[src/rtl/button_conditioner.sv]
// button_conditioner
//   Input-conditioning stage in front of the device FSM. The raw active-low
//   push-button and the raw mode switch are each synchronized into clk and
//   then debounced with a stable-count filter. The block also makes one-cycle
//   press/release pulses from the debounced button level, so that a single
//   physical press advances the FSM exactly once.
//
// Parameters
//   SYNC_STAGES      synchronizer flops per channel (>= 2)
//   DEBOUNCE_CYCLES  consecutive differing synced samples needed before the
//                    stable value follows the input (>= 1)
//   CNT_W            debounce counter width (derived)
//
// Ports
//   clk         in   system clock, rising edge
//   reset       in   asynchronous, active-high reset
//   button_raw  in   raw push-button pin, active-low, idles 1
//   mode_raw    in   raw mode switch pin
//   button      out  debounced button level, active-low
//   mode        out  debounced mode level
//   press       out  one-cycle pulse on a debounced 1->0 of button
//   release_o   out  one-cycle pulse on a debounced 0->1 of button
//                    (named release_o because `release` is a reserved word)
module button_conditioner #(
    parameter int  SYNC_STAGES     = 2,
    parameter int  DEBOUNCE_CYCLES = 4,
    localparam int CNT_W           = $clog2(DEBOUNCE_CYCLES + 1)
) (
    input  logic clk,
    input  logic reset,
    input  logic button_raw,
    input  logic mode_raw,
    output logic button,
    output logic mode,
    output logic press,
    output logic release_o
);

    // Count value on which the next differing sample commits the new level.
    localparam logic [CNT_W-1:0] CNT_LAST = CNT_W'(DEBOUNCE_CYCLES - 1);

    logic [SYNC_STAGES-1:0] btn_sync_q;
    logic [SYNC_STAGES-1:0] mode_sync_q;
    logic                   btn_synced;
    logic                   mode_synced;

    logic                   btn_stable_q;
    logic                   btn_stable_d;
    logic [CNT_W-1:0]       btn_cnt_q;
    logic [CNT_W-1:0]       btn_cnt_d;

    logic                   mode_stable_q;
    logic                   mode_stable_d;
    logic [CNT_W-1:0]       mode_cnt_q;
    logic [CNT_W-1:0]       mode_cnt_d;

    // Previous debounced button level for edge detection.
    logic                   btn_hist_q;

    assign btn_synced  = btn_sync_q[SYNC_STAGES-1];
    assign mode_synced = mode_sync_q[SYNC_STAGES-1];

    // Debounce: any sample that matches the stable level clears the count, so
    // only an unbroken run of DEBOUNCE_CYCLES differing samples gets through.
    always_comb begin
        btn_stable_d = btn_stable_q;
        btn_cnt_d    = '0;
        if (btn_synced != btn_stable_q) begin
            if (btn_cnt_q == CNT_LAST) begin
                btn_stable_d = btn_synced;
            end else begin
                btn_cnt_d = btn_cnt_q + 1'b1;
            end
        end
    end

    always_comb begin
        mode_stable_d = mode_stable_q;
        mode_cnt_d    = '0;
        if (mode_synced != mode_stable_q) begin
            if (mode_cnt_q == CNT_LAST) begin
                mode_stable_d = mode_synced;
            end else begin
                mode_cnt_d = mode_cnt_q + 1'b1;
            end
        end
    end

    always_ff @(posedge clk or posedge reset) begin
        if (reset) begin
            btn_sync_q    <= '1;
            mode_sync_q   <= '0;
            btn_stable_q  <= 1'b1;
            mode_stable_q <= 1'b0;
            btn_cnt_q     <= '0;
            mode_cnt_q    <= '0;
            btn_hist_q    <= 1'b1;
        end else begin
            btn_sync_q    <= {btn_sync_q[SYNC_STAGES-2:0], button_raw};
            mode_sync_q   <= {mode_sync_q[SYNC_STAGES-2:0], mode_raw};
            btn_stable_q  <= btn_stable_d;
            mode_stable_q <= mode_stable_d;
            btn_cnt_q     <= btn_cnt_d;
            mode_cnt_q    <= mode_cnt_d;
            btn_hist_q    <= btn_stable_q;
        end
    end

    assign button    = btn_stable_q;
    assign mode      = mode_stable_q;

    // Both operands are flops, so the pulses are glitch-free and land in the
    // first cycle the debounced button shows its new level.
    assign press     = btn_hist_q & ~btn_stable_q;
    assign release_o = ~btn_hist_q & btn_stable_q;

endmodule
[config.mk]
export PLATFORM = sky130hd
export DESIGN_NAME = button_conditioner
export DESIGN_NICKNAME = d
export VERILOG_FILES = /design/src/rtl/button_conditioner.sv
export SDC_FILE = /design/constraint.sdc
export NUM_CORES = 1
export LEC_CHECK = 0
export CAP_MARGIN = 0
export CORE_AREA = 3 3 40 42
export CTS_CLUSTER_DIAMETER = 30
export DETAILED_ROUTE_END_ITERATION = 7
export DIE_AREA = 0 0 43 45
export GPL_ROUTABILITY_DRIVEN = 0
export PLACE_DENSITY = 0.61
export SLEW_MARGIN = 15
export SYNTH_ARGS = -nofsm -noshare
export SYNTH_HDL_FRONTEND = slang
export SYNTH_SLANG_ARGS = --single-unit
[constraint.sdc]
create_clock -name clk -period 1.2 [get_ports clk]
set_input_delay 0.36 -clock clk [delete_from_list [all_inputs] [get_ports clk]]
set_output_delay 0.36 -clock clk [all_outputs]
set_load 0.03 [all_outputs]
* Word-level counts from Yosys, hierarchy flattened
Cells that the tools add are included.
** Cells by class
- Reductions and logical operators :: 2
- Eq/ne operators :: 4
- Muxes and demuxes :: 4
- Bitwise gates (word level) :: 4
- $add $sub $neg :: 2
** Operator list (number)
- 3-bit 2-to-1 mux :: 4
- 3-bit by 1-bit adder with 3-bit output, second input constant :: 2
- 3-bit by 2-bit equality test with 1-bit output, second input constant :: 2
- 2-bit AND reduction :: 2
- 1-bit AND :: 2
- 1-bit != test :: 2
- 1-bit NOT :: 2
** Storage, ports and cells
- Register bits after elaboration :: 13
- Output and inout bits :: 4
- Logic and storage cells :: 23
- Input bits :: 4

* Logic depth before layout (Yosys ltp)
- Word-level depth :: 3
- Depth in mapped cells :: 3
- Depth with buffers taken out :: 3

* Worst setup path after synthesis
OpenSTA, ideal clock, no wires.
- Kind :: reg-to-output
- Start point :: register btn_stable_q, in the netlist button
- End point :: output release_o
- Stages on the path, launching flop included :: 2
- Required time :: 0.840 ns
- Arrival time :: 1.138 ns
- Slack :: -0.298 ns
- Path buffers :: 0
- Cell sequence :: dfstp_2 -> nor2b_1
** Between the ends
- Word-level cells in the longest chain between the ends :: 1
** Ends and longest elaborated chain
- start: declaration :: line 47 : logic btn_stable_q;
- start signal: assignment :: line 101 : btn_stable_q <= btn_stable_d;
- 1-bit AND :: line 115 : assign release_o = ~btn_hist_q & btn_stable_q;
- end: declaration :: line 36 : output logic release_o
Every way passes these cells.

* Final worst setup path
- Start point :: register btn_stable_q, in the netlist button
- End point :: output press
** Between the ends
- Word-level cells in the longest chain between the ends :: 2
** Ends and longest elaborated chain
- 1-bit NOT :: line 114 : assign press = btn_hist_q & ~btn_stable_q;
- 1-bit AND :: line 114
- end: declaration :: line 35 : output logic press,
Every way passes these cells.

==> reports/metrics.cfg <==
[run_status]
result_of_the_run=complete, but fails checks
violated_checks=setup timing

[power]
ir_drop_worst_case_vdd_mv=0.9152
totalPowerFinal_mw=1.537
power_density_nw_per_um2=2422
static-leakage-power_nw=0.2933

[place]
dp.final_hpwl_um=497.9
placedCellCount=54
io_buffer_count=7

[sta]
timing.final.hold_violations=0
max-slew-margin-rel_pct=81.43
timing.final.crit_share_pct=124.6
worst_clock_skew_ps=3.405
tightestPinTransition_ps=278.2
rsz0062_at_grt=yes
final-max-slew-violation-count=0
achievable-frequency_ghz=0.6690
setup_violations=3
final.min_clock_period_ps=1495
finalWorstSetupSlack_ps=-294.7

[yosys]
netlist_instances=30
netlist_area_um2=480.5
synth-edff-count=0
asyncSetResetFlopFracSynth_pct=100.0
synth_sequential_area_ratio_pct=68.75
synth-seq-cells=13
largest_area_contributor_in_the_netlist=sky130_fd_sc_hd__dfrtp_1
synth_most_common_cell=sky130_fd_sc_hd__dfrtp_1
syn_area_per_cell_um2=16.02
yosys-top-cells-area=sky130_fd_sc_hd__dfrtp_1 47%, sky130_fd_sc_hd__dfstp_2 22%, sky130_fd_sc_hd__nor3b_1 6.3%, sky130_fd_sc_hd__nor2b_4 5.7%, sky130_fd_sc_hd__ha_1 5.2%
synth_top_area_share_pct=46.88
synth.lib_cells_used.distinct=11
synthesis.nets=36
netlist_top_cells_count=9 x sky130_fd_sc_hd__dfrtp_1, 4 x sky130_fd_sc_hd__dfstp_2, 4 x sky130_fd_sc_hd__nor3b_1
ys.flop_type=sky130_fd_sc_hd__dfrtp_1
synth.yosys.warnings=0

[cts]
tritoncts=yes
clock_sink_count=13
max-clock-path-buffers=2
clk-insertion-delay-late_ps=270
number_of_cts_inserted_buffers=3
root_driver=sky130_fd_sc_hd__clkbuf_4
htreeDepth=1
post_cts_hold_buffer_count=0
cts.clk_slew.worst_paths_ps=70

[floorplanning]
fp.dieH_um=45
initial_core_utilization_pct=37.39
die_width_um=43
row_count=13
design.core.area_um2=1285
die-area_um2=1935
ios=8

[critical_path]
critical_path.max_fanout=4
worstSetupEndpointType=primary output
cp.arrival_ps=1130
worst_ep_required_time_ps=840
worstPathCellList=and2b_1 -> buf_6
critical_path.slowest_cell=sky130_fd_sc_hd__dfstp_2
worstSetupPathType=register to primary output
start_kind=register
timing.reg2reg.setup_slack_ps=40
worst_path_largest_cell_delay_ps=550

[detailed_routing]
drc_errors=0
avgViaCountPerCell=4.417
ant_nets=0
drt_iter0_markers=0
post_drt_wl_per_cell_um=10.13
wirelength_um=608
num_vias=265
drt_pre_antenna_iters=1

[worst_hold_path]
holdCritPathClass=primary input to asynchronous set/reset pin

[grt]
grt_pass1_vias=288
antenna_found_initial=0
grt_first_pass_wirelength_um=1159
grt_overflow=0
grt.total_usage_pct=8.751
grt_max_degree=9

[layout]
flow.area_growth_from_synthesis_pct=32.03
multi_input_area_um2=153.9
num-fill-cells=121
antenna-diode-count=0
drive_above_1_share_pct=40.00
final_instance_count_without_filler_cells=60
nets=52
ff_latch_area_um2=330.3

[flow_run]
cap_viol_max_count=0

logic make-up (layout without fill, tap and decap cells):
kind of cell               count (synthesis)  after routing  share of synthesized area [%]
adders and majority gates                  2              2                          5.208
xor gates and xnor gates                   2              2                          3.646
and+or+nand+nor                           10             10                          16.93
DFF                                       13             13                          68.75
buffers and inverters                      1             16                         0.7805
muxes                                      2              2                          4.687
worst max-delay path: cells and delay by family, from the launching register on:
family / cells / cell delay (ps)
flip-flops: 1 / 550
buffers and inverters: 1 / 130
AND/OR/NAND/NOR: 1 / 180
routing by layer:
layer	track usage, %	vias to the layer above	routed length [um]
li1	-	132	-
met1	8.440	126	259
met2	15.57	7	310
met3	3.586	0	38
met4	5.422	0	0
met5	0	-	0
layout by cell type, fill, tap and decap left out:
cell type and instances:
sky130_fd_sc_hd__dfstp_2 4, sky130_fd_sc_hd__inv_1 1, sky130_fd_sc_hd__buf_4 5, sky130_fd_sc_hd__buf_6 3, sky130_fd_sc_hd__nor3b_1 4, sky130_fd_sc_hd__xnor2_1 2
sky130_fd_sc_hd__mux2_1 2, sky130_fd_sc_hd__ha_1 2, sky130_fd_sc_hd__clkdlybuf4s50_1 3, sky130_fd_sc_hd__dfrtp_1 9, sky130_fd_sc_hd__clkbuf_1 1, sky130_fd_sc_hd__nor3_1 2
sky130_fd_sc_hd__nor2b_4 3, sky130_fd_sc_hd__clkbuf_4 3, sky130_fd_sc_hd__and2b_1 1
flip-flops by register name, summed over array words and instances, names as in the netlist:
name / count
mode: 1
btn_cnt_q: 3
btn_hist_q: 1
mode_sync_q: 2
mode_cnt_q: 3
btn_sync_q: 2
button: 1
stage by stage:
step / util, % / cell area, um^2 / hold WS [ps] / setup TNS, ps / worst slack (ps)
after floorplan: - / 488.0 / 234.1 / -185.7 / -105.4
after global placement: 45.28 / 581.8 / 338.5 / -11.14 / -11.14
after detailed placement: 45.28 / 581.8 / 340.5 / -17.06 / -17.06
after CTS: 49.37 / 634.4 / 315.2 / -789.9 / -311.4
after global routing: 49.37 / 634.4 / 357.0 / -878.3 / -344.9
final: 49.37 / 634.4 / 317.2 / -740.3 / -294.7
power breakdown:
group	leakage, nW	switching, mW	total, mW	internal (mW)
logic	0.121	0.301	0.637	0.336
clock network	0.0150	0.126	0.255	0.129
registers	0.157	0.0668	0.644	0.578
total	0.293	0.494	1.54	1.04
area by class of cell:
| type | count | share of cell area [%] |
|---|---|---|
| multi-input combinational | 16 | 24.26 |
| sequential | 13 | 52.07 |
| inverter | 1 | 0.5917 |
| clock buffer | 4 | 4.142 |
| timing repair buffer | 11 | 15.98 |
| tap | 15 | 2.959 |
path summary, 6_finish.rpt:
path | startpoint | end | cells after the start
max | button | press | 2
max reg2reg | mode_cnt_q[0] | mode | 3
min in group clk | mode_sync_q[0] | mode_sync_q[1] | 0
min reg2reg | mode_sync_q[0] | mode_sync_q[1] | 0
max in group asynchronous | reset | mode_sync_q[1] | 3
min | reset | btn_cnt_q[1] | 2
timing repair:
item / 4_1_cts / 5_1_grt
buffers inserted: 2 / 0
gates resized for setup: 3 / 0
endpoints found under the setup margin: 4 / 3
Note: power is estimated with default switching activity, not from simulation.
